### config.mk
export PLATFORM = sky130hd
export DESIGN_NAME = key_input_ctrl
export DESIGN_NICKNAME = d
export VERILOG_FILES = /design/src/rtl/key_input_pkg.sv /design/src/rtl/btn_debounce.sv /design/src/rtl/key_input_ctrl.sv
export SDC_FILE = /design/constraint.sdc
export NUM_CORES = 1
export LEC_CHECK = 0
export BUFFER_PORTS_ARGS = -buffer_cell sky130_fd_sc_hd__buf_2
export CAP_MARGIN = 20
export CORE_MARGIN = 2
export CORE_UTILIZATION = 50
export CTS_BUF_LIST = sky130_fd_sc_hd__clkbuf_4 sky130_fd_sc_hd__clkbuf_8
export CTS_CLUSTER_DIAMETER = 100
export CTS_CLUSTER_SIZE = 8
export DETAILED_ROUTE_END_ITERATION = 12
export GPL_TIMING_DRIVEN = 0
export PLACE_DENSITY_LB_ADDON = 0.05
export SLEW_MARGIN = 15
export SYNTH_ARGS = -nofsm -noshare
export SYNTH_HDL_FRONTEND = slang
export SYNTH_HIERARCHICAL = 1
export SYNTH_SLANG_ARGS = --single-unit
### constraint.sdc
create_clock -name clk -period 2 [get_ports clk]
set_clock_uncertainty 0.05 [all_clocks]
set_input_delay 0.3 -clock clk [delete_from_list [all_inputs] [get_ports clk]]
set_output_delay 0.3 -clock clk [all_outputs]
set_load 0.005 [all_outputs]
### src/rtl/key_input_pkg.sv
// Shared types and defaults for the player-input front end: debounce FSM
// states, difficulty codes, score width and auto-difficulty thresholds.
package key_input_pkg;

    // Debounce FSM states; the encoding doubles as the accepted button level.
    typedef enum logic {
        STABLE_LO = 1'b0,
        STABLE_HI = 1'b1
    } deb_state_t;

    // Difficulty codes, 0 = easiest.
    typedef enum logic [1:0] {
        EASY_0 = 2'd0,
        EASY_1 = 2'd1,
        EASY_2 = 2'd2,
        EASY_3 = 2'd3
    } easy_t;

    // Width of the score fed back from the control stage.
    localparam int SCORE_W = 10;

    // Default auto-difficulty thresholds.
    localparam int DEF_LVL1_SCORE = 5;
    localparam int DEF_LVL2_SCORE = 10;
    localparam int DEF_LVL3_SCORE = 15;

    // Unsigned threshold mapping from score to difficulty code, no hysteresis.
    function automatic easy_t score_to_easy(
        input logic [SCORE_W-1:0] score,
        input logic [SCORE_W-1:0] lvl1,
        input logic [SCORE_W-1:0] lvl2,
        input logic [SCORE_W-1:0] lvl3
    );
        easy_t code;
        if (score >= lvl3) begin
            code = EASY_3;
        end else if (score >= lvl2) begin
            code = EASY_2;
        end else if (score >= lvl1) begin
            code = EASY_1;
        end else begin
            code = EASY_0;
        end
        return code;
    endfunction

endpackage

### src/rtl/btn_debounce.sv
// One button: synchroniser chain, two-state debounce FSM with a stability
// counter, and a registered one-cycle pulse on each accepted rising level.
module btn_debounce
    import key_input_pkg::*;
#(
    parameter int SYNC_STAGES = 2,
    parameter int DEB_CYCLES  = 1_000_000
) (
    input  logic clk,
    input  logic reset,
    input  logic btn,
    output logic level,
    output logic rise
);

    localparam int              CNT_W    = $clog2(DEB_CYCLES + 1);
    localparam logic [CNT_W-1:0] DEB_LAST = CNT_W'(DEB_CYCLES - 1);

    logic [SYNC_STAGES-1:0] sync_q;
    deb_state_t             state_q;
    logic [CNT_W-1:0]       cnt_q;
    logic                   rise_q;
    logic                   synced;

    // Oldest synchroniser stage is the only copy of the button the FSM sees.
    assign synced = sync_q[SYNC_STAGES-1];

    // Synchronise the raw button, then accept a new level only after it has
    // been seen unchanged for DEB_CYCLES consecutive cycles.
    always_ff @(posedge clk) begin
        // NOTE: reset is synchronous, so it lives inside the clocked block and
        // the sensitivity list carries the clock only.
        if (!reset) begin
            sync_q  <= '0;
            state_q <= STABLE_LO;
            cnt_q   <= '0;
            rise_q  <= 1'b0;
        end else begin
            // NOTE: non-blocking assignments let every stage read the value
            // its predecessor held before this edge, giving a true shift.
            sync_q[0] <= btn;
            for (int i = 1; i < SYNC_STAGES; i++) begin
                sync_q[i] <= sync_q[i-1];
            end
            rise_q <= 1'b0;
            unique case (state_q)
                STABLE_LO: begin
                    if (synced) begin
                        if (cnt_q == DEB_LAST) begin
                            state_q <= STABLE_HI;
                            cnt_q   <= '0;
                            rise_q  <= 1'b1;
                        end else begin
                            cnt_q <= cnt_q + CNT_W'(1);
                        end
                    end else begin
                        cnt_q <= '0;
                    end
                end
                STABLE_HI: begin
                    if (!synced) begin
                        if (cnt_q == DEB_LAST) begin
                            state_q <= STABLE_LO;
                            cnt_q   <= '0;
                        end else begin
                            cnt_q <= cnt_q + CNT_W'(1);
                        end
                    end else begin
                        cnt_q <= '0;
                    end
                end
                default: begin
                    state_q <= STABLE_LO;
                    cnt_q   <= '0;
                end
            endcase
        end
    end

    assign level = (state_q == STABLE_HI);
    assign rise  = rise_q;

endmodule

### src/rtl/key_input_ctrl.sv
// Player-input front end: debounced up/down buttons become rate-limited step
// pulses, the pause button toggles a pause level, and the difficulty code is
// taken from switches or derived from the fed-back score.
module key_input_ctrl
    import key_input_pkg::*;
#(
    parameter int SYNC_STAGES   = 2,
    parameter int DEB_CYCLES    = 1_000_000,
    parameter int REPEAT_CYCLES = 200_000,
    parameter int LVL1_SCORE    = DEF_LVL1_SCORE,
    parameter int LVL2_SCORE    = DEF_LVL2_SCORE,
    parameter int LVL3_SCORE    = DEF_LVL3_SCORE
) (
    input  logic               clk,
    input  logic               reset,
    input  logic               btn_up,
    input  logic               btn_down,
    input  logic               btn_pause,
    input  logic               sw_auto,
    input  logic [1:0]         sw_easy,
    input  logic [SCORE_W-1:0] score,
    output logic               up_key_press,
    output logic               down_key_press,
    output logic               pause,
    output logic [1:0]         easy
);

    localparam int               RPT_W    = $clog2(REPEAT_CYCLES + 1);
    localparam logic [RPT_W-1:0] RPT_LAST = RPT_W'(REPEAT_CYCLES - 1);

    localparam logic [SCORE_W-1:0] LVL1 = SCORE_W'(LVL1_SCORE);
    localparam logic [SCORE_W-1:0] LVL2 = SCORE_W'(LVL2_SCORE);
    localparam logic [SCORE_W-1:0] LVL3 = SCORE_W'(LVL3_SCORE);

    logic up_lvl, up_rise;
    logic down_lvl, down_rise;
    logic pause_lvl, pause_rise;

    btn_debounce #(
        .SYNC_STAGES(SYNC_STAGES),
        .DEB_CYCLES (DEB_CYCLES)
    ) u_deb_up (
        .clk  (clk),
        .reset(reset),
        .btn  (btn_up),
        .level(up_lvl),
        .rise (up_rise)
    );

    btn_debounce #(
        .SYNC_STAGES(SYNC_STAGES),
        .DEB_CYCLES (DEB_CYCLES)
    ) u_deb_down (
        .clk  (clk),
        .reset(reset),
        .btn  (btn_down),
        .level(down_lvl),
        .rise (down_rise)
    );

    btn_debounce #(
        .SYNC_STAGES(SYNC_STAGES),
        .DEB_CYCLES (DEB_CYCLES)
    ) u_deb_pause (
        .clk  (clk),
        .reset(reset),
        .btn  (btn_pause),
        .level(pause_lvl),
        .rise (pause_rise)
    );

    // Channel 0 is up, channel 1 is down; each sees the other's level so the
    // pair can lock each other out while both are held.
    logic [1:0] step_lvl;
    logic [1:0] step_rise;
    logic [1:0] step_pulse;

    assign step_lvl  = {down_lvl, up_lvl};
    assign step_rise = {down_rise, up_rise};

    for (genvar ch = 0; ch < 2; ch++) begin : g_step
        logic [RPT_W-1:0] cnt_q;
        logic             pulse_q;
        logic             blocked_q;
        logic             other_lvl;

        assign other_lvl = step_lvl[1-ch];

        // Auto-repeat: pulse on a fresh press (or when the opposing button is
        // let go), then again every REPEAT_CYCLES while held alone.
        always_ff @(posedge clk) begin
            if (!reset) begin
                cnt_q     <= '0;
                pulse_q   <= 1'b0;
                blocked_q <= 1'b0;
            end else begin
                pulse_q <= 1'b0;
                if (!step_lvl[ch]) begin
                    cnt_q     <= '0;
                    blocked_q <= 1'b0;
                end else if (other_lvl) begin
                    cnt_q     <= RPT_LAST;
                    blocked_q <= 1'b1;
                end else if (step_rise[ch] || blocked_q || (cnt_q == '0)) begin
                    pulse_q   <= 1'b1;
                    cnt_q     <= RPT_LAST;
                    blocked_q <= 1'b0;
                end else begin
                    cnt_q <= cnt_q - RPT_W'(1);
                end
            end
        end

        assign step_pulse[ch] = pulse_q;
    end

    assign up_key_press   = step_pulse[0];
    assign down_key_press = step_pulse[1];

    logic pause_q;

    // Pause flips once per accepted press; release and long holds do nothing.
    always_ff @(posedge clk) begin
        if (!reset) begin
            pause_q <= 1'b0;
        end else if (pause_rise) begin
            pause_q <= ~pause_q;
        end
    end

    assign pause = pause_q;

    easy_t easy_q;

    // Difficulty follows the score thresholds in auto mode, else the switches.
    always_ff @(posedge clk) begin
        if (!reset) begin
            easy_q <= EASY_0;
        end else if (sw_auto) begin
            easy_q <= score_to_easy(score, LVL1, LVL2, LVL3);
        end else begin
            easy_q <= easy_t'(sw_easy);
        end
    end

    assign easy = easy_q;

endmodule

Yosys cells after proc, flatten, opt, wreduce, memory -nomap -nowiden --
Cells that the tools add are included.
Operators by class: reduce and logical (&&, ||, !) cells 17, add/sub/neg operators 5, magnitude comparators 3, multiplexer cells 41, equality and inequality tests 3, bitwise logic cells 5
Operators with widths (count):
- $mux 20 | 9
- $pmux 20 s2 | 3
- $mux 18 | 4
- $add 20x1->20 const B | 3
- $eq 20x20->1 const B | 3
- $logic_not 18->1 | 2
- $sub 18x1->18 const B | 2
- $ge 10x4->1 const B | 2
- $mux 1 | 19
- $ge 10x3->1 const B | 1
- $reduce_or 4->1 | 2
- $mux 2 | 3
- $pmux 1 s2 | 3
- $reduce_or 2->1 | 3
- $reduce_or 3->1 | 2
- $not 1->1 | 5
- $logic_or 1x1->1 | 4
- $reduce_and 2->1 | 2
- $reduce_bool 2->1 | 2
Storage, ports and cells: register bits after elaboration 115, input port bits 18, output and inout port bits 5

Longest topological paths before layout --
depth after elaboration 5, mapped depth 7, mapped depth without buffers 6

By module --
Netlist, hierarchy kept.
Modules (own cells, without submodules):
- btn_debounce | cells each 117, seq. area each 480.5 um^2, area each 1128.6 um^2, times used 3
- key_input_ctrl | cells each 211, seq. area each 860.8 um^2, area each 1946.9 um^2, times used 1

Worst setup path before layout --
Ideal clock, no wire load.
path type register -> register, start point register g_step[1].cnt_q[0], end point register g_step[1].cnt_q[16], data required time 1.876 ns, data arrival time 1.737 ns, setup time 0.074 ns, stages on the path, launching flop included 7, setup slack 0.139 ns, period minus slack after synthesis 1.861 ns, cell sequence dfxtp_1 inv_1 ha_1 nor4b_1 nand3_1 or4_1 a31oi_1
Between the ends: word-level cells in the longest chain between the ends 4
Ends and longest elaborated chain:
- start, declared | RTL line key_input_ctrl.sv:82 | logic [RPT_W-1:0] cnt_q;
- start signal, assigned | RTL line key_input_ctrl.sv:109 | cnt_q <= cnt_q - RPT_W'(1);
- parallel branches: the longest is 2 deep, another holds $sub 18x1->18
- $mux 18 (*) | RTL line key_input_ctrl.sv:104 | end else if (step_rise[ch] || blocked_q || (cnt_q == '0)) begin
- $mux 18 (*) | RTL line key_input_ctrl.sv:101 | end else if (other_lvl) begin
Mark *: on every way between the ends. A chain may end at the register's enable or synchronous reset.

Worst setup path in the final report --
start point register g_step[0].cnt_q[4], end point register g_step[0].cnt_q[13]
Between the ends: word-level cells in the longest chain between the ends 3
Ends and longest elaborated chain (RTL line):
- start, declared | key_input_ctrl.sv:82
- start signal, assigned | key_input_ctrl.sv:109
- parallel branches: the longest is 3 deep, another holds $sub 18x1->18
Several ways; the timed one is not identified.

==> flow_summary.ini <==
[run_status]
run_status = finished, final reports clean

[timing]
max_slew_margin = 0.664
hold_violations = 0
unrepaired_setup_endpoints_after_global_routing = yes
setup_violations = 0
whs_ns = 0.0234
fmaxAchievable_mhz = 520
finalMaxSlewViolations = 0
fin_crit_ns = 1.92
final_min_period_over_clock_period = 0.962
worst_slew_pin_slew_ns = 0.504

[cts]
number_of_buffers_inserted_during_clock_tree_synthesis = 17
h_tree_level_count = 4
clk_transition_reported_paths_ns = 0.07
ctsLongestPathBuffers = 2
root_buffer = sky130_fd_sc_hd__clkbuf_8
clock_sink_count = 115
tritoncts = yes
clock_latency_ns = 0.44

[floorplan]
die-area_mm2 = 0.0115
core_mm2 = 0.0103
die_x_um = 107
io-pin-count = 23
starting_utilization_of_the_core_area = 0.517
die_y_um = 107
rows = 37

[drt]
vias = 4012
drt_pre_antenna_iters = 4
drt_iter0_markers = 170
route.detailed.wl_per_inst_um = 13.1
ant_nets = 0
totalWireLength_um = 9930
drc = 0
post_drt_via_cell_ratio = 5.30

[finish]
area_growth_syn_to_layout_pct = 14.2
layout.cells.most_common_list = sky130_fd_sc_hd__dfxtp_1, sky130_fd_sc_hd__nor2_1, sky130_fd_sc_hd__xnor2_1
fillers = 904
antenna-diode-count = 0
layout_commonest_cell = sky130_fd_sc_hd__dfxtp_1
final_core_utilization = 0.590
layout.nets = 633
final_std_cells_w_o_fill = 757
layout-drive-gt1-share = 0.198

[setup_path]
path_delay_family = simple AND/OR/NAND/NOR gates
crit_end_category = flop
timing.critical_path.fanout_max = 7
worst-r2r-cell-count = 4
worst_setup_path_start_kind = flop
slowest_stage = sky130_fd_sc_hd__or3_2
crit_type = reg -> reg
cp_data_arrival_time_ns = 2.22
cpPeakStageDelay_ns = 0.48
buffers_plus_inverters_on_the_worst_setup_path = 0
crit_required_ns = 2.30
crit_path_cell_trace = nor4_4 > nand4_1 > or3_2 > a211oi_1
timing.critical_path.depth = 4
r2r_slack_ns = 0.08

[global_routing]
grt_max_degree = 23
overflow = 0
antenna_found_initial = 0
groute.usage.overall = 0.188
wire_length_of_the_first_global_routing_pass_um = 17300
number_of_global_route_vias_before_repair = 3826

[synthesis]
count_of_yosys_warnings_during_synthesis = 6
synth_area_mm2 = 0.00533
synth.yosys.seq_area_share = 0.432
synth_fp_nets = 587
syn-mean-instance-area_um2 = 9.49
synth_cell_type_count = 50
yosys_register_bits = 115
syn_inst = 562

[min_path]
hold_path_depth = 2
hold_path.class = in -> reg

[power_and_ir_drop]
power.static_leakage_nw = 2.38
power.density_mw_per_mm2 = 702
peakVddDrop_mv = 0.588

[place]
place.detailed.instances = 720
io_buffer_count = 22
gpl.final_weighted_congestion = 0.771
detailed_place_hpwl_um = 6690

[run]
max_cap_viol_count = 0
==> layout make-up <==
cell class	count	area, µm²	area share
buffer	10	90.1	0.0148
clock inverter	10	57.6	0.00945
tap	136	170	0.0279
clock buffer	22	297	0.0487
inverter	19	71.3	0.0117
timing repair buffer	27	150	0.0247
sequential	115	2300	0.378
multi-input combinational	418	2950	0.484
==> cells by family (layout without fill, tap and decap cells) <==
| logic type | count (synthesis) | after routing | share of synthesized area |
|---|---|---|---|
| DFF | 115 | 115 | 0.432 |
| xor gates and xnor gates | 69 | 69 | 0.113 |
| adders and majority gates | 7 | 7 | 0.0164 |
| AOI/OAI and AO/OA | 66 | 66 | 0.0870 |
| and+or+nand+nor | 273 | 273 | 0.316 |
| muxes | 3 | 3 | 0.00563 |
| buffers and inverters | 29 | 88 | 0.0303 |
==> worst paths after layout <==
path                           start                    end
hold reg to reg   u_deb_up/sync_q[0]     u_deb_up/sync_q[1]
setup reg to reg  g_step[0].cnt_q[4]    g_step[0].cnt_q[13]
hold / removal             btn_pause  u_deb_pause/sync_q[0]
setup / recovery  g_step[0].cnt_q[4]    g_step[0].cnt_q[13]
==> routing by layer <==
layer,GRT usage,vias to the layer above,wire [µm]
met5,0,-,0
met4,0.0751,0,148
met3,0.0605,14,301
met2,0.295,42,4540
met1,0.239,1866,4940
li1,-,2090,-
==> timing repair <==
action,4_1_cts,5_1_grt
endpoints found under the setup margin,4,22
hold buffers,1,0
buffers inserted,0,4
gates resized for setup,3,15
cloned,0,0
pin swaps,0,5
hold endpoints to repair,1,0
==> synth_stat cells, drive strengths merged <==
library cell | instances | area (µm²)
or3 | 7 | 47.5
and3 | 11 | 68.8
o31ai | 5 | 51.3
and2 | 14 | 87.6
o21a | 2 | 15.0
buf | 7 | 78.8
a31oi | 7 | 43.8
clkbuf | 3 | 11.3
nor4 | 23 | 260
or2 | 4 | 27.5
o221ai | 6 | 52.6
dfxtp | 115 | 2300
nand3 | 20 | 138
and3b | 3 | 26.3
nor2 | 83 | 312
xnor2 | 45 | 394
o211ai | 1 | 7.51
nand4 | 23 | 226
a211oi | 3 | 22.5
a31o | 3 | 26.3
o21ai | 14 | 104
a41oi | 1 | 8.76
nand2 | 29 | 109
or4 | 5 | 41.3
nand4b | 3 | 26.3
ha | 7 | 87.6
nor3 | 34 | 180
xor2 | 24 | 210
nor3b | 2 | 15.0
mux2i | 3 | 30.0
nor4b | 5 | 62.6
a21oi | 22 | 114
o31a | 2 | 18.8
inv | 19 | 71.3
nand3b | 6 | 45.0
or4b | 1 | 10.0
==> registers in the layout (all words and copies together), names as in the netlist, named ones only <==
signal and cells:
g_step.cnt_q 36, u_deb_down/cnt_q 20, u_deb_pause/cnt_q 20, u_deb_up/cnt_q 20, easy 2, g_step.blocked_q 2
u_deb_down/sync_q 2, u_deb_pause/sync_q 2, u_deb_up/sync_q 2, down_key_press 1, pause 1, u_deb_down/rise 1
u_deb_pause/rise 1, u_deb_up/rise 1, up_key_press 1
==> power by group <==
| group | switching [W] | internal, W |
|---|---|---|
| logic | 0.0000311 | 0.0000282 |
| clock network | 0.000927 | 0.000983 |
| registers | 0.00000422 | 0.00230 |
| total | 0.000962 | 0.00331 |
==> stage by stage <==
stage	setup slack, ns	TNS (ns)	instance area (µm²)	power, W
2_1_floorplan	0.139	0	5330	0.00238
3_3_place_gp	-0.215	-0.256	5610	0.00241
3_5_place_dp	-0.297	-0.381	5610	0.00241
4_1_cts	0.000550	0	6000	0.00433
5_1_grt	-0.0217	-0.0217	6090	0.00445
6_report	0.0753	0	6090	0.00427
Note: power is estimated with default switching activity, not from simulation.
